## src/rtl/countdown_pkg.sv

```systemverilog
// Shared types and helpers for the countdown timer display sequencer.
package countdown_pkg;

   typedef enum logic [1:0] {
      ST_IDLE,
      ST_RUN,
      ST_PAUSE,
      ST_DONE
   } cd_state_t;

   typedef struct packed {
      logic [3:0] m_t;
      logic [3:0] m_o;
      logic [3:0] s_t;
      logic [3:0] s_o;
   } bcd_mmss_t;

   localparam bcd_mmss_t BCD_ZERO = 16'h0000;

   // Out-of-range preset digits saturate to the largest legal digit for their position
   function automatic bcd_mmss_t clamp_preset(input logic [15:0] raw);
      bcd_mmss_t c;
      c.m_t = (raw[15:12] > 4'd9) ? 4'd9 : raw[15:12];
      c.m_o = (raw[11:8]  > 4'd9) ? 4'd9 : raw[11:8];
      c.s_t = (raw[7:4]   > 4'd5) ? 4'd5 : raw[7:4];
      c.s_o = (raw[3:0]   > 4'd9) ? 4'd9 : raw[3:0];
      return c;
   endfunction

endpackage

```

## src/rtl/countdown_controller_if.sv

```systemverilog
// Command and display bundle between the timer front panel and the countdown sequencer.
interface countdown_controller_if;

   logic        load;
   logic [15:0] preset;
   logic        start_pause;
   logic        clear;
   logic [3:0]  digit_3;
   logic [3:0]  digit_2;
   logic [3:0]  digit_1;
   logic [3:0]  digit_0;
   logic        enable_3;
   logic        enable_2;
   logic        enable_1;
   logic        enable_0;
   logic        running;
   logic        alarm;

   modport master (
      output load, preset, start_pause, clear,
      input  digit_3, digit_2, digit_1, digit_0,
      input  enable_3, enable_2, enable_1, enable_0,
      input  running, alarm
   );

   modport slave (
      input  load, preset, start_pause, clear,
      output digit_3, digit_2, digit_1, digit_0,
      output enable_3, enable_2, enable_1, enable_0,
      output running, alarm
   );

endinterface

```

## src/rtl/bcd_mmss_dec.sv

```systemverilog
// Combinational one-second decrement of a BCD mm:ss value, flagging when the result hits 00:00.
module bcd_mmss_dec
   import countdown_pkg::*;
(
   input  bcd_mmss_t count,
   output bcd_mmss_t dec_out,
   output logic      is_zero
);

   // Borrow ripples s_o -> s_t -> m_o -> m_t; seconds tens wrap at 5, all others at 9
   always_comb begin
      dec_out = count;
      if (count.s_o != 4'd0) begin
         dec_out.s_o = count.s_o - 4'd1;
      end else begin
         dec_out.s_o = 4'd9;
         if (count.s_t != 4'd0) begin
            dec_out.s_t = count.s_t - 4'd1;
         end else begin
            dec_out.s_t = 4'd5;
            if (count.m_o != 4'd0) begin
               dec_out.m_o = count.m_o - 4'd1;
            end else begin
               dec_out.m_o = 4'd9;
               dec_out.m_t = count.m_t - 4'd1;
            end
         end
      end
      is_zero = (dec_out == BCD_ZERO);
   end

endmodule

```

## src/rtl/countdown_controller.sv

```systemverilog
// Countdown timer sequencer: mm:ss count, IDLE/RUN/PAUSE/DONE control and display enables.
// Outputs are registered from the next-state values so commands show up right after their edge.
module countdown_controller
   import countdown_pkg::*;
#(
   parameter int TICKS_PER_SEC = 1000,
   parameter int BLINK_CYCLES  = 500
) (
   input logic                   clk,
   input logic                   rst_n,
   countdown_controller_if.slave bus
);

   localparam int PRE_W = (TICKS_PER_SEC > 1) ? $clog2(TICKS_PER_SEC) : 1;
   localparam int BLK_W = (BLINK_CYCLES > 1) ? $clog2(BLINK_CYCLES) : 1;
   localparam logic [PRE_W-1:0] PRE_MAX = PRE_W'(TICKS_PER_SEC - 1);
   localparam logic [BLK_W-1:0] BLK_MAX = BLK_W'(BLINK_CYCLES - 1);

   cd_state_t        state;
   cd_state_t        next_state;
   bcd_mmss_t        count;
   bcd_mmss_t        next_count;
   bcd_mmss_t        dec_count;
   logic             dec_is_zero;
   logic [PRE_W-1:0] prescaler;
   logic [PRE_W-1:0] next_prescaler;
   logic [BLK_W-1:0] blink_cnt;
   logic [BLK_W-1:0] next_blink_cnt;
   logic             blink_phase;
   logic             next_blink_phase;
   logic             tick;
   logic             enable_3_q;
   logic             enable_3_d;
   logic [2:0]       enable_lo_q;
   logic [2:0]       enable_lo_d;
   logic             running_q;
   logic             running_d;
   logic             alarm_q;
   logic             alarm_d;

   bcd_mmss_dec u_dec (
      .count   (count),
      .dec_out (dec_count),
      .is_zero (dec_is_zero)
   );

   assign tick = (prescaler == PRE_MAX);

   always_ff @(posedge clk or negedge rst_n) begin
      if (!rst_n) begin
         state       <= ST_IDLE;
         count       <= BCD_ZERO;
         prescaler   <= '0;
         blink_cnt   <= '0;
         blink_phase <= 1'b0;
         enable_3_q  <= 1'b0;
         enable_lo_q <= 3'b111;
         running_q   <= 1'b0;
         alarm_q     <= 1'b0;
      end else begin
         state       <= next_state;
         count       <= next_count;
         prescaler   <= next_prescaler;
         blink_cnt   <= next_blink_cnt;
         blink_phase <= next_blink_phase;
         enable_3_q  <= enable_3_d;
         enable_lo_q <= enable_lo_d;
         running_q   <= running_d;
         alarm_q     <= alarm_d;
      end
   end

   // Command priority is clear > load > start_pause; expiry beats a coincident pause
   always_comb begin
      next_state       = state;
      next_count       = count;
      next_prescaler   = prescaler;
      next_blink_cnt   = '0;
      next_blink_phase = blink_phase;
      case (state)
         ST_IDLE: begin
            if (bus.clear) begin
               next_count = BCD_ZERO;
            end else if (bus.load) begin
               next_count = clamp_preset(bus.preset);
            end else if (bus.start_pause && (count != BCD_ZERO)) begin
               next_state     = ST_RUN;
               next_prescaler = '0;
            end
         end
         ST_RUN: begin
            next_prescaler = tick ? '0 : prescaler + 1'b1;
            if (bus.clear) begin
               next_state = ST_IDLE;
               next_count = BCD_ZERO;
            end else begin
               if (tick) begin
                  next_count = dec_count;
               end
               if (tick && dec_is_zero) begin
                  next_state       = ST_DONE;
                  next_blink_phase = 1'b1;
               end else if (bus.start_pause) begin
                  next_state = ST_PAUSE;
               end
            end
         end
         ST_PAUSE: begin
            if (bus.clear) begin
               next_state = ST_IDLE;
               next_count = BCD_ZERO;
            end else if (bus.load) begin
               next_state = ST_IDLE;
               next_count = clamp_preset(bus.preset);
            end else if (bus.start_pause) begin
               next_state = ST_RUN;
            end
         end
         ST_DONE: begin
            if (bus.clear || (bus.start_pause && !bus.load)) begin
               next_state = ST_IDLE;
               next_count = BCD_ZERO;
            end else if (bus.load) begin
               next_state = ST_IDLE;
               next_count = clamp_preset(bus.preset);
            end else if (blink_cnt == BLK_MAX) begin
               next_blink_phase = ~blink_phase;
            end else begin
               next_blink_cnt = blink_cnt + 1'b1;
            end
         end
         default: begin
            next_state = ST_IDLE;
            next_count = BCD_ZERO;
         end
      endcase
   end

   // Leading minute-tens blanking while counting; every digit blinks together once expired
   always_comb begin
      running_d = (next_state == ST_RUN);
      alarm_d   = (next_state == ST_DONE);
      if (next_state == ST_DONE) begin
         enable_3_d  = next_blink_phase;
         enable_lo_d = {3{next_blink_phase}};
      end else begin
         enable_3_d  = (next_count.m_t != 4'd0);
         enable_lo_d = 3'b111;
      end
   end

   assign bus.digit_3  = count.m_t;
   assign bus.digit_2  = count.m_o;
   assign bus.digit_1  = count.s_t;
   assign bus.digit_0  = count.s_o;
   assign bus.enable_3 = enable_3_q;
   assign bus.enable_2 = enable_lo_q[2];
   assign bus.enable_1 = enable_lo_q[1];
   assign bus.enable_0 = enable_lo_q[0];
   assign bus.running  = running_q;
   assign bus.alarm    = alarm_q;

endmodule

```

## src/flat_wrapper.sv

```systemverilog
// flat-port wrapper written by rule: the top's interface ports become plain ports
module countdown_controller_flat import countdown_pkg::*;
#(
   parameter int TICKS_PER_SEC = 1000,
   parameter int BLINK_CYCLES  = 500
)
  (clk, rst_n, bus_load, bus_preset, bus_start_pause, bus_clear, bus_digit_3, bus_digit_2, bus_digit_1, bus_digit_0, bus_enable_3, bus_enable_2, bus_enable_1, bus_enable_0, bus_running, bus_alarm);
  countdown_controller_if bus_i ();
  input logic clk;
  input logic rst_n;
  input wire logic [$bits(bus_i.load)-1:0] bus_load;
  input wire logic [$bits(bus_i.preset)-1:0] bus_preset;
  input wire logic [$bits(bus_i.start_pause)-1:0] bus_start_pause;
  input wire logic [$bits(bus_i.clear)-1:0] bus_clear;
  output wire logic [$bits(bus_i.digit_3)-1:0] bus_digit_3;
  output wire logic [$bits(bus_i.digit_2)-1:0] bus_digit_2;
  output wire logic [$bits(bus_i.digit_1)-1:0] bus_digit_1;
  output wire logic [$bits(bus_i.digit_0)-1:0] bus_digit_0;
  output wire logic [$bits(bus_i.enable_3)-1:0] bus_enable_3;
  output wire logic [$bits(bus_i.enable_2)-1:0] bus_enable_2;
  output wire logic [$bits(bus_i.enable_1)-1:0] bus_enable_1;
  output wire logic [$bits(bus_i.enable_0)-1:0] bus_enable_0;
  output wire logic [$bits(bus_i.running)-1:0] bus_running;
  output wire logic [$bits(bus_i.alarm)-1:0] bus_alarm;
  assign bus_i.load = bus_load;
  assign bus_i.preset = bus_preset;
  assign bus_i.start_pause = bus_start_pause;
  assign bus_i.clear = bus_clear;
  assign bus_digit_3 = bus_i.digit_3;
  assign bus_digit_2 = bus_i.digit_2;
  assign bus_digit_1 = bus_i.digit_1;
  assign bus_digit_0 = bus_i.digit_0;
  assign bus_enable_3 = bus_i.enable_3;
  assign bus_enable_2 = bus_i.enable_2;
  assign bus_enable_1 = bus_i.enable_1;
  assign bus_enable_0 = bus_i.enable_0;
  assign bus_running = bus_i.running;
  assign bus_alarm = bus_i.alarm;
  countdown_controller #(.TICKS_PER_SEC(TICKS_PER_SEC), .BLINK_CYCLES(BLINK_CYCLES)) u_core (.clk(clk), .rst_n(rst_n), .bus(bus_i));
endmodule
```

## config.mk

```make
export PLATFORM = sky130hd
export DESIGN_NAME = countdown_controller_flat
export DESIGN_NICKNAME = d
export VERILOG_FILES = /design/src/rtl/countdown_pkg.sv /design/src/rtl/countdown_controller_if.sv /design/src/rtl/bcd_mmss_dec.sv /design/src/rtl/countdown_controller.sv /design/src/flat_wrapper.sv
export SDC_FILE = /design/constraint.sdc
export NUM_CORES = 1
export LEC_CHECK = 0
export ABC_AREA = 1
export CAP_MARGIN = 0
export CORE_MARGIN = 2
export CORE_UTILIZATION = 54
export CTS_CLUSTER_SIZE = 25
export DETAILED_ROUTE_END_ITERATION = 8
export PLACE_DENSITY_LB_ADDON = 0.12
export SETUP_SLACK_MARGIN = 0.3
export SLEW_MARGIN = 20
export SYNTH_ARGS = -nofsm -noshare
export SYNTH_HDL_FRONTEND = slang
export SYNTH_SLANG_ARGS = --single-unit
export TNS_END_PERCENT = 50
```

## constraint.sdc

```tcl
create_clock -name clk -period 2.4 [get_ports clk]
set_input_delay 0.36 -clock clk [delete_from_list [all_inputs] [get_ports clk]]
set_output_delay 0.36 -clock clk [all_outputs]
set_load 0.02 [all_outputs]
```

; Word level (Yosys, flattened, before mapping)
; Cells that the tools add are included.
[word_totals]
reg_bits = 44
latchBits = 0
ramBits = 0
rom_bits = 0
inputBits = 21
out_inout_bits = 22
elab_cells = 94
mem_count = 0
[op_classes]
addsub = 6
multipliers = 0
div_mod_pow = 0
n_lt_le_gt_ge = 4
n_eq_ne = 11
shift = 0
n_mux = 45
bitwise_logic = 1
reduce_logical = 15
[op_table]
columns = operator, count
row1 = $mux W16, 5
row2 = $pmux W16 S3, 1
row3 = $mux W10, 4
row4 = $mux W9, 4
row5 = $mux W4, 8
row6 = $mux W2, 11
row7 = $pmux W10 S2, 1
row8 = $logic_not A16 Y1, 1
row9 = $reduce_bool A16 Y1, 1
row10 = $reduce_bool A4 Y1, 4
row11 = $sub A4 B1 Y4 const B, 4
row12 = $gt A4 B4 Y1 const B, 3
row13 = $mux W12, 1
row14 = $add A10 B1 Y10 const B, 1
row15 = $eq A10 B10 Y1 const B, 1
row16 = $add A9 B1 Y9 const B, 1
row17 = $eq A9 B9 Y1 const B, 1
row18 = $mux W8, 1
row19 = $pmux W2 S4, 1
row20 = $eq A2 B2 Y1 const B, 3
row21 = $mux W1, 6
row22 = $eq A2 B1 Y1 const B, 2
row23 = $gt A4 B3 Y1 const B, 1
row24 = $ne A2 B2 Y1 const B, 2
row25 = other kinds (12), 14

; Depth between registers and ports, before layout
[logic_depth]
ltp_word = 11
depth_mapped = 13
ltp_nobuf = 13

; Cells and area by module
; From an unflattened synthesis, not the netlist that was laid out.
[unflattened]
cells_unflattened = 392
hier_area_um2 = 2810.2
[modules_own_cells]
columns = mod, instances, cells_per_inst, area_each_um2, seq_area_each_um2
row1 = countdown_controller, 1, 313, 2399.8, 1052.3
row2 = bcd_mmss_dec, 1, 79, 410.4, 0.0

; Least setup slack after synthesis
; No wires, ideal clock.
[synth_path]
path_type = register to register
from = reg u_core.bus.digit_0[1] (netlist name)
to = reg u_core.enable_3_q, in the netlist u_core.bus.enable_3
setup_time_ps = 116
arrival_time_ps = 1690
required_time_ps = 2284
setup_slack_ps = 593
path_stages_with_launch = 14
n_path_buf = 1
synth_period_minus_slack_ps = 1807
path_cell_list = dfrtp_1 -> nor2_4 -> nand2_4 -> nor2_4 -> buf_6 -> nor2_2 -> nor2_4 -> nand3_2 -> nor2_4 -> nand3_4 -> nand2_2 -> nand2_2 -> nand2_1 -> nand2_1
[synth_via]
elab_chain_cells = 9
elab_cells_between_ends = 23
classes_between = add/sub: 1 / eq/ne: 1 / mux: 15 / reduce/logical: 6
[synth_rtl]
columns = item, line_no
row1 = $sub A4 B1 Y4 or $reduce_bool A4 Y1 (tied branches), "bcd_mmss_dec.sv:14, bcd_mmss_dec.sv:13"
row2 = $mux W4 or $mux W12 (tied branches), bcd_mmss_dec.sv:13  ; if (count.s_o != 4'd0) begin
row3 = $logic_not A16 Y1, bcd_mmss_dec.sv:29  ; is_zero = (dec_out == BCD_ZERO);
row4 = $logic_and A1 B1 Y1, countdown_controller.sv:100  ; if (tick && dec_is_zero) begin
row5 = $mux W2, countdown_controller.sv:100
row6 = $mux W2, countdown_controller.sv:93  ; if (bus.clear) begin
row7 = $pmux W2 S4 (*), countdown_controller.sv:80  ; case (state)
row8 = via u_core.next_state[1], countdown_controller.sv:20  ; cd_state_t next_state;
row9 = $eq A2 B2 Y1 (*), countdown_controller.sv:143  ; if (next_state == ST_DONE) begin
row10 = $mux W1 (*), countdown_controller.sv:143
row11 = via u_core.enable_3_d, countdown_controller.sv:33  ; logic enable_3_d;
row12 = to (signal assigned), countdown_controller.sv:66  ; enable_3_q <= enable_3_d;
row13 = to (decl), countdown_controller.sv:32  ; logic enable_3_q;
; The timed path passes the listed nets; every way through them passes the cells marked *. The select of a mux whose other input is x is not followed.
; A chain may end at the register's enable or synchronous reset.

; Worst setup path in the final report
[layout_path]
from = reg u_core.bus.digit_0[0] (netlist name)
to = reg u_core.enable_lo_q[1]
[layout_via]
elab_chain_cells = 9
elab_cells_between_ends = 19
classes_between = add/sub: 1 / eq/ne: 1 / mux: 12 / reduce/logical: 5
[layout_rtl]
columns = item, line_no
row1 = $sub A4 B1 Y4 or $reduce_bool A4 Y1 (tied branches), "bcd_mmss_dec.sv:14, bcd_mmss_dec.sv:13"
row2 = $mux W4 or $mux W12 (tied branches), bcd_mmss_dec.sv:13
row3 = $logic_not A16 Y1, bcd_mmss_dec.sv:29
row4 = $logic_and A1 B1 Y1, countdown_controller.sv:100
row5 = $mux W2, countdown_controller.sv:100
row6 = $mux W2, countdown_controller.sv:93
row7 = $pmux W2 S4, countdown_controller.sv:80
row8 = $eq A2 B2 Y1, countdown_controller.sv:143
row9 = $mux W3 (*), countdown_controller.sv:143
row10 = to (signal assigned), countdown_controller.sv:67  ; enable_lo_q <= enable_lo_d;
row11 = to (decl), countdown_controller.sv:34  ; logic [2:0] enable_lo_q;
; Mark *: on every way between the ends. The rest lies on a longest branch, timed or not.

==> metrics <==
run status=completed; number of DRC markers in iteration 0=241; Critical-path top delay cell=sky130_fd_sc_hd__dfrtp_2; number of max-cap violations=0; reg2reg start=u_core.bus.digit_0[0]; combined global-route utilization of all metal layers=25.7%; standby leakage power=0.00158 uW; proportion of power drawn by the clock network=26.0%; peak supply drop=323 uV; post-route minimum period=2000 ps; routability cong.=0.897; ordered list of cells on the worst path=nor2_4, nand2_4, buf_4, o21ai_0, nand2_1, inv_1, nand3_1, nor2_2, nand3_4, buf_4, buf_4, nand4_1; Crit path top cell by count=sky130_fd_sc_hd__buf_4; fraction of layout cells with a size suffix above 1=17.0%; relative slew slack=38.4%; total power after layout=1850 uW; Std-Cell Rows=25; class of the tightest hold or removal check=in2async; synthesized-area fraction occupied by ao, oa, aoi and oai cells=14.6%; placeable core region=4720 um^2; M1 wire length=2880 um; worst-case setup slack after placement=215 ps; final worst clock skew=5.17 ps; TritonCTS buffer count=5; fraction of power consumed by combinational cells=30.9%; ANT cells=0; effective utilization at floorplan=56.2%; largest family of logic cells by synthesized area=simple AND/OR/NAND/NOR gates; sequential power share=43.1%; GRT overflow=0; Pre-antenna DRT Iters=5; setup_tns=0 ps; max-slew violation count=0; critical path startpoint=u_core.bus.digit_0[0]; count of cell types in the netlist=36; register bit total from synthesis=42; final layout net count=454; first-pass GRT wire length=11000 um; via count of the first global-routing pass=2515; clock-pin slew on the worst setup and hold paths=80 ps; detailed-route wire length per cell=13.9 um; crit path setup slack, layout=396 ps; area growth from synthesis to layout=30.5%; Reg2Reg Setup Slack=400 ps; die height=74.1 um; maximum number of pins on one net before global-route repair=43; total die area=5500 um^2; Synthesized Nets=387; clock tree from TritonCTS=yes; final core utilization=73.4%; number of standard cells after synthesis=362; worst r2r path cells=12; Hold Fails Final Rpt=0; final HPWL from detailed placement=4720 um; XOR/XNOR share of the synthesized area=2.64%; final hold slack=196 ps; switching fraction of total power=33.9%; critical path capture point type=flop; post-route fraction of the period consumed by the critical path=83.5%; design internal power=1230 uW; RR Endpoint=u_core.enable_lo_q[1]; net switching power=627 uW; met3 routed wirelength=440 um; most common cell after layout, fill and taps aside=sky130_fd_sc_hd__nand2_1; uppermost layer routed=met4; Max FO, Critical Path=5; Worst-Skew Late Latency=290 ps; routed length on met2=3500 um; power density relative to cell area=535 nW/um^2; most frequent cells in the layout=sky130_fd_sc_hd__nand2_1 (69), sky130_fd_sc_hd__inv_1 (53), sky130_fd_sc_hd__clkdlybuf4s50_1 (41), sky130_fd_sc_hd__nor2_1 (38), sky130_fd_sc_hd__dfrtp_1 (35); H-tree depth=2; routed vias=2726; unrepaired setup endpoints after global routing=false; number of clock sinks=42; final routed wirelength across all metal layers=6930 um; number of antenna violations at the first check in global routing=0; maximum buffer depth of the clock tree=2; Synth Cell Area=2660 um^2; clock tree root buffer cell=sky130_fd_sc_hd__clkbuf_8; antenna viol nets, final=0; fraction of synthesized area in multiplexers=0%; proportion of synthesized chip area in sequential cells=39.6%; quantity of I/O buffers inserted on ports=42; vias per inst=5.48; hold buffers post-CTS=0; simple-gate share of the synthesized area=31.7%; post-detailed-route DRC marker count=0; post-synthesis adder-cell area fraction=1.88%; Worst Max-Slew Pin Slew=925 ps; end point of the critical path=u_core.enable_lo_q[1]; number of primary I/O pins=43; highest achievable clock rate=499 MHz; required time reported for the critical path endpoint=2630 ps; critical path class=reg2reg; die width=74.1 um; Setup Viol. Count Final=0; number of warning messages in the yosys log=0; endpoint arrival time on the critical path=2240 ps; mean area per synthesized cell=7.34 um^2; launching element type of the critical path=flop; maximum single-stage delay on the critical path=450 ps
[cell usage after synthesis (all sizes together)]
cell type	count	area [um^2]
nor3	12	60.1
xor2	4	35.0
o31ai	1	7.51
nand2	77	309
a21oi	24	120
ha	4	50.1
a211oi	1	7.51
a22o	1	10.0
dfrtp	41	1030
o21ai	29	145
xnor2	4	35.0
o32ai	2	17.5
a21o	1	7.51
buf	4	31.3
o211ai	1	7.51
inv	56	210
dfstp	1	26.3
nor4	1	6.26
o22ai	6	37.5
clkbuf	3	12.5
nand4	9	56.3
a31oi	3	18.8
a32oi	1	8.76
nor2	52	255
nand3	24	155
[area by class of cell]
type                            count  area [um^2]
Tap cell                           67         83.8
Inverter                           56          214
Sequential cell                    42         1060
Clock inverter                      2         12.5
Timing Repair Buffer               67          623
Fill cell                         384         1260
Multi-Input combinational cell    257         1390
Clock buffer                        6         82.6
[worst min path at each step]
| stage | to | slack (ps) | cells past startpoint | from |
|---|---|---|---|---|
| 6_report | u_core.prescaler[1] | 200 | 1 | rst_n |
| 2_1_floorplan | u_core.blink_cnt[0] | 60 | 0 | rst_n |
| 3_3_place_gp | u_core.blink_cnt[0] | 450 | 1 | u_core.blink_cnt[0] |
| 5_1_grt | u_core.prescaler[1] | 280 | 1 | rst_n |
| 3_5_place_dp | u_core.blink_cnt[0] | 460 | 1 | u_core.blink_cnt[0] |
| 4_1_cts | u_core.prescaler[6] | 230 | 1 | rst_n |
[worst max-delay path, delay by kind of cell, from the launching register on]
kind | cells | cell delay (ps)
and+or+nand+nor | 7 | 840
buffers and inverters | 4 | 500
DFF | 1 | 450
AOI/OAI and AO/OA | 1 | 160
[layer usage]
layer	vias up	global-route usage (%)
met2	110	44.1
li1	1322	-
met4	0	8.69
met5	-	0
met3	15	4.34
met1	1279	32.8
[state kept, by name (all words and copies together) (netlist names), 2 cells and up]
| signal | cells |
|---|---|
| u_core.bus.digit_1 | 4 |
| u_core.bus.digit_3 | 4 |
| u_core.prescaler | 10 |
| u_core.state | 2 |
| u_core.bus.digit_2 | 4 |
| u_core.blink_cnt | 9 |
| u_core.bus.digit_0 | 4 |
[power by group through the flow]
stage | Clock, uW | Sequential [uW] | Combinational [uW]
floorplan | 0 | 829 | 286
global placement | 0 | 807 | 465
detailed placement | 0 | 808 | 471
CTS | 494 | 794 | 473
global route | 527 | 805 | 627
finish | 481 | 799 | 573
[cell families (layout without fill, tap and decap cells)]
kind of cell	count (synthesis)	after routing
AO/OA/AOI/OAI	70	70
XOR/XNOR	8	8
adder cells (fa/ha/maj)	4	4
buffers and inverters	63	131
flip-flops	42	42
AND/OR/NAND/NOR	175	175
[stage by stage]
stage,std cells,instance area [um^2]
after detailed placement,467,3130
after global placement,467,3130
after global routing,497,3470
after CTS,475,3230
after floorplan,362,2660
final,497,3470
[timing repair]
item                                    CTS  global route
buffers inserted                          0            22
endpoints found under the setup margin    0            13
gates resized for setup                   0            21
hold endpoints to repair                  0             0
Note: power is estimated with default switching activity, not from simulation.
==> edit 1 (same flow settings) <==
Register the output `bus.digit_1`; this adds one clock of latency there.
--- a/src/rtl/countdown_controller.sv
+++ b/src/rtl/countdown_controller.sv
@@ -151,7 +151,9 @@
 
    assign bus.digit_3  = count.m_t;
    assign bus.digit_2  = count.m_o;
-   assign bus.digit_1  = count.s_t;
+   always_ff @(posedge clk) begin
+      bus.digit_1 <= count.s_t;
+   end
    assign bus.digit_0  = count.s_o;
    assign bus.enable_3 = enable_3_q;
    assign bus.enable_2 = enable_lo_q[2];
Behaviour: not the same (a bounded check fails within 4 cycles, from zero or initial values and one cycle with rst_n low).
==> edit 1 against the unedited design <==
Wire length down 9.6%; total power up 4.5%; setup slack better by 0.082 ns; register-to-register slack better by 0.09 ns; synthesized area up 6.0%; sequential cell count up 4; cell area down 2.3%; sequential power up 11%; critical path type is now input pin to flip-flop; critical endpoint is now u_core.bus.enable_3$_DFF_PN0_; largest power group unchanged; highest routed layer unchanged.
==> edit 1: results <==
[logic_synthesis]
ys_types = 42
synthMuxAreaShare = 0
synth_area_leaders = "dfrtp_1 36%, nand2_1 8.9%, inv_1 6.9%, nor2_1 6.0%, o21ai_0 4.3%"
yosys.area_share.adder = 0.0178
synthArstFlopShare = 0.913
syn-num-nets = 398
synth_common_cells = "67 x nand2_1, 52 x inv_1, 45 x nor2_1, 41 x dfrtp_1, 24 x o21ai_0"
synth-seq-area-share = 0.402
yosys.area_share.xor_xnor = 0.0249
synth_compound_area_frac = 0.129

[global_route]
grt_pass1_wl_um = 10700
antenna_found_initial = 0
grt_pass1_vias = 2381
grtUsageTotal = 0.226
grt_max_degree = 25

[place]
dp_hpwl_um = 4860
io_buffers = 42
globalplace.congestion = 0.920

[final_layout]
reg_top3 = "u_core.prescaler x10, u_core.blink_cnt x9"
fillerInstances = 430
layout-drive-gt1-share = 0.114
nets = 436

[status]
outcome = "finished clean"

[timing]
fin_skew_ns = 0.00363
worst-slew-pin-transition_ns = 0.468

[pwr]
ir_worst_vdd_mv = 0.290
p_leak_nw = 1.58

[drt]
antenna_left = 0
first_iter_violations = 176
wire_per_inst_um = 13.0
routed_via_density = 5.27

[cts]
cts-root-buf = "clkbuf_8"
cts-buffers-inserted = 5
insertion_delay_ns = 0.30
htreeDepth = 2
clk_pin_slew_worst_paths_ns = 0.09

[worst_setup_path]
slowest_stage = "clkdlybuf4s50_1"
cpLargestDelayFamily = "simple AND/OR/NAND/NOR gates"
worstPathArrival_ns = 2.12
crit_path_max_incr_delay_ns = 0.53
crit_path_max_fanout = 10
-- edit 1: cell types whose count changed after synthesis, moves of 4 or more --
cell     delta
a21oi_1     -9
inv_2       +5
dfxtp_1     +4
buf_4      +12
nand2_1     -4
-- edit 1: worst paths after layout --
kind                                                 startpoint                                 to  slack, ns  depth (start not counted)
worst max-delay path                                  bus_clear      u_core.bus.enable_3$_DFF_PN0_       0.48                         11
worst min-delay path                                      rst_n        u_core.count[5]$_DFFE_PN0P_       0.41                          2
worst max register to register  u_core.prescaler[0]$_DFFE_PN0P_  u_core.bus.digit_0[1]$_DFFE_PN0P_       0.49                         11
worst min register to register      u_core.count[4]$_DFFE_PN0P_      u_core.bus.digit_1[0]$_DFF_P_       0.41                          0
max in group asynchronous                                 rst_n    u_core.enable_lo_q[1]$_DFF_PN1_       1.43                          3
min in group clk                    u_core.count[4]$_DFFE_PN0P_      u_core.bus.digit_1[0]$_DFF_P_       0.41                          0
-- edit 1: logic make-up (layout without fill, tap and decap cells) --
group,after synthesis,in the layout
DFF,46,46
xor gates and xnor gates,8,8
buffers and inverters,75,114
and+or+nand+nor,177,177
adders and majority gates,4,4
AOI/OAI and AO/OA,63,63
-- edit 1: through the flow --
step | hold slack, ns | instance area, um2 | setup WS (ns) | power [mW] | std cells
CTS | 0.394 | 3360 | 0.402 | 1.94 | 482
finish | 0.409 | 3390 | 0.478 | 1.94 | 482
floorplan | 0.0644 | 2820 | 0.706 | 1.21 | 373
detailed placement | 0.185 | 3240 | 0.133 | 1.37 | 473
global route | 0.402 | 3390 | 0.310 | 2.05 | 482
global placement | 0.182 | 3240 | 0.196 | 1.36 | 473
-- edit 1: layer usage --
layer | routed length, um | part of all wire | GRT usage | up-vias
met1 | 2900 | 0.46 | 0.307 | 1161
met2 | 2970 | 0.47 | 0.374 | 89
li1 | - | - | - | 1282
met5 | 0 | 0 | 0 | -
met4 | 81 | 0.013 | 0.0618 | 0
met3 | 316 | 0.050 | 0.0415 | 9
-- edit 1: what timing repair did --
item                                   CTS  global route
hold buffers                             1             0
resized for setup                        0             8
endpoints found under the hold margin    3             0
setup endpoints to repair                0             9
-- edit 1: area by class of cell --
cell class	instances	area share
Multi-Input combinational cell	252	0.405
Sequential cell	46	0.335
Timing Repair Buffer	48	0.137
Inverter	58	0.0643
Tap cell	70	0.0259
Clock buffer	6	0.0214
Clock inverter	2	0.0111
-- edit 1: power by group --
part	total, mW	internal, mW	switching, mW
clock	0.572	0.311	0.261
combinational	0.477	0.190	0.287
sequential	0.887	0.829	0.0576
total	1.94	1.33	0.606
==> edit 2 (same settings) <==
Made on the original files. `TICKS_PER_SEC` is set to 1000 in 2 places; all go to 250.
--- a/src/rtl/countdown_controller.sv
+++ b/src/rtl/countdown_controller.sv
@@ -3,7 +3,7 @@
 module countdown_controller
    import countdown_pkg::*;
 #(
-   parameter int TICKS_PER_SEC = 1000,
+   parameter int TICKS_PER_SEC = 250,
    parameter int BLINK_CYCLES  = 500
 ) (
    input logic                   clk,
--- a/src/flat_wrapper.sv
+++ b/src/flat_wrapper.sv
@@ -1,7 +1,7 @@
 // flat-port wrapper written by rule: the top's interface ports become plain ports
 module countdown_controller_flat import countdown_pkg::*;
 #(
-   parameter int TICKS_PER_SEC = 1000,
+   parameter int TICKS_PER_SEC = 250,
    parameter int BLINK_CYCLES  = 500
 )
   (clk, rst_n, bus_load, bus_preset, bus_start_pause, bus_clear, bus_digit_3, bus_digit_2, bus_digit_1, bus_digit_0, bus_enable_3, bus_enable_2, bus_enable_1, bus_enable_0, bus_running, bus_alarm);
Formal check against the unedited RTL: no difference found for any inputs over 10 cycles, from zero or initial values and one cycle with rst_n low; that may be too few to reach the edited logic, so the function may still have changed.
==> edit 2 against the unedited design <==
Largest power group unchanged; synthesized cell count fell by 3.9%; critical endpoint is now u_core.bus.enable_3$_DFF_PN0_; synthesized area fell by 2.8%; total power fell by 5.3%; utilization fell by 6.0 points; clock skew rose by 0.0038 ns; setup slack improved by 0.068 ns; sequential share of layout area rose by 1.3 points; wire length fell by 13%; clock power fell by 7.7%; global-route usage fell by 2.1 points; cell area fell by 9.4%; cell count fell by 9.3%; sequential cell count fell by 2.
==> edit 2: results <==
[cts]
htreeDepth = 2
clk_pin_slew_worst_paths_ns = 0.08
insertion_delay_ns = 0.30
cts-root-buf = "clkbuf_8"
clock_path_buffers = 2
cts-buffers-inserted = 5

[drt]
routed-wl-met2_um = 2830
vias = 2474
wl_met3_um = 299
dr.pass1.iters = 4
routed_wl_um = 6000
wl_met1_um = 2770
first_iter_violations = 145
top_layer = "met4"

[logic_synthesis]
synth_area_leaders = "dfrtp_1 38%, nand2_1 11%, nor2_1 6.5%, inv_1 5.7%, nand3_1 3.7%"
synth-seq-area-share = 0.388
syn_area_per_cell_um2 = 7.42
yosysWarningCount = 0
synthArstFlopShare = 1.00
ys_types = 40
syn-num-nets = 374
synth_common_cells = "75 x nand2_1, 45 x nor2_1, 39 x dfrtp_1, 39 x inv_1, 19 x nand3_1"

[final_layout]
nets = 422
reg_top3 = "u_core.blink_cnt x9, u_core.prescaler x8"
largest_register_ffs = 9
instances_no_fill = 451
layout-drive-gt1-share = 0.116
diodes = 0

[global_route]
grtUsageTotal = 0.235
grt_use_met1 = 0.302
grt_max_degree = 41
antenna_found_initial = 0
use_met3 = 0.0373
use_met2 = 0.392
grt_pass1_wl_um = 9890
grt_pass1_vias = 2298

[timing]
worst-slew-pin-transition_ns = 0.885
fin_skew_ns = 0.00898

[worst_setup_path]
slowest_stage = "dfrtp_1"
crit_path_max_incr_delay_ns = 0.39
crit_path_max_fanout = 8
cpLargestDelayFamily = "simple AND/OR/NAND/NOR gates"

[place]
dp_hpwl_um = 4570
dp_cells = 443
placed_area_um2 = 3050
globalplace.congestion = 0.974
io_buffers = 42

[min_path]
hold_path_class = "input pin to async pin"

[pwr]
ir_worst_vdd_mv = 0.343
p_int_mw = 1.13
p_leak_nw = 1.43

[status]
outcome = "finished clean"
[edit 2: cell count changes in the layout (fill, tap and decap cells not counted), sizes merged, moves of 2 or more]
| cell | change |
|---|---|
| buf | -20 |
| nand4 | -2 |
| nand2 | +4 |
| nand3 | -3 |
| dfrtp | -2 |
| a21oi | -5 |
| inv | -9 |
| xnor2 | -2 |
| o21ai | -4 |
| nor2 | +4 |
[edit 2: what timing repair did]
action / 4_1_cts / 5_1_grt
buffers inserted: 0 / 0
hold buffers: 0 / 0
resized for setup: 0 / 1
endpoints found under the hold margin: 0 / 0
endpoints found under the setup margin: 0 / 3
[edit 2: logic make-up after synthesis]
| kind of cell | count (synthesis) | share of synthesized area |
|---|---|---|
| adder cells (fa/ha/maj) | 5 | 0.0242 |
| flip-flops | 40 | 0.388 |
| AO/OA/AOI/OAI | 63 | 0.143 |
| XOR/XNOR | 6 | 0.0204 |
| AND/OR/NAND/NOR | 182 | 0.339 |
| buffers and inverters | 52 | 0.0853 |
[edit 2: final timing paths]
| check | start | end | slack (ns) | cells past startpoint |
|---|---|---|---|---|
| max in group asynchronous | rst_n | u_core.prescaler[4]$_DFFE_PN0P_ | 1.67 | 1 |
| worst max-delay path | u_core.prescaler[1]$_DFFE_PN0P_ | u_core.bus.enable_3$_DFF_PN0_ | 0.46 | 15 |
| worst min-delay path | rst_n | u_core.bus.digit_1[2]$_DFFE_PN0P_ | 0.18 | 1 |
| worst max register to register | u_core.prescaler[1]$_DFFE_PN0P_ | u_core.bus.enable_3$_DFF_PN0_ | 0.46 | 15 |
| min in group clk | u_core.blink_cnt[0]$_DFF_PN0_ | u_core.blink_cnt[0]$_DFF_PN0_ | 0.49 | 1 |
| worst min register to register | u_core.blink_cnt[0]$_DFF_PN0_ | u_core.blink_cnt[0]$_DFF_PN0_ | 0.49 | 1 |
[edit 2: per-stage QoR]
step	utilization	setup WS, ns
final	0.674	0.464
after global routing	0.674	0.285
after global placement	0.655	0.357
after CTS	0.674	0.438
after detailed placement	0.655	0.302
after floorplan	-	0.646
[edit 2: power by group through the flow]
stage | Clock [mW] | Sequential, mW | Combinational, mW
final | 0.444 | 0.787 | 0.524
after global routing | 0.485 | 0.794 | 0.582
after CTS | 0.453 | 0.786 | 0.521
after detailed placement | 0 | 0.799 | 0.519
after global placement | 0 | 0.797 | 0.514
after floorplan | 0 | 0.818 | 0.324
[edit 2: layout make-up]
cell class / instances / area (um2)
fill: 392 / 1520
multi-input combinational: 256 / 1360
sequential: 40 / 1000
tap: 54 / 67.6
clock inverter: 2 / 12.5
inverter: 46 / 173
clock buffer: 6 / 72.6
timing repair buffer: 47 / 453
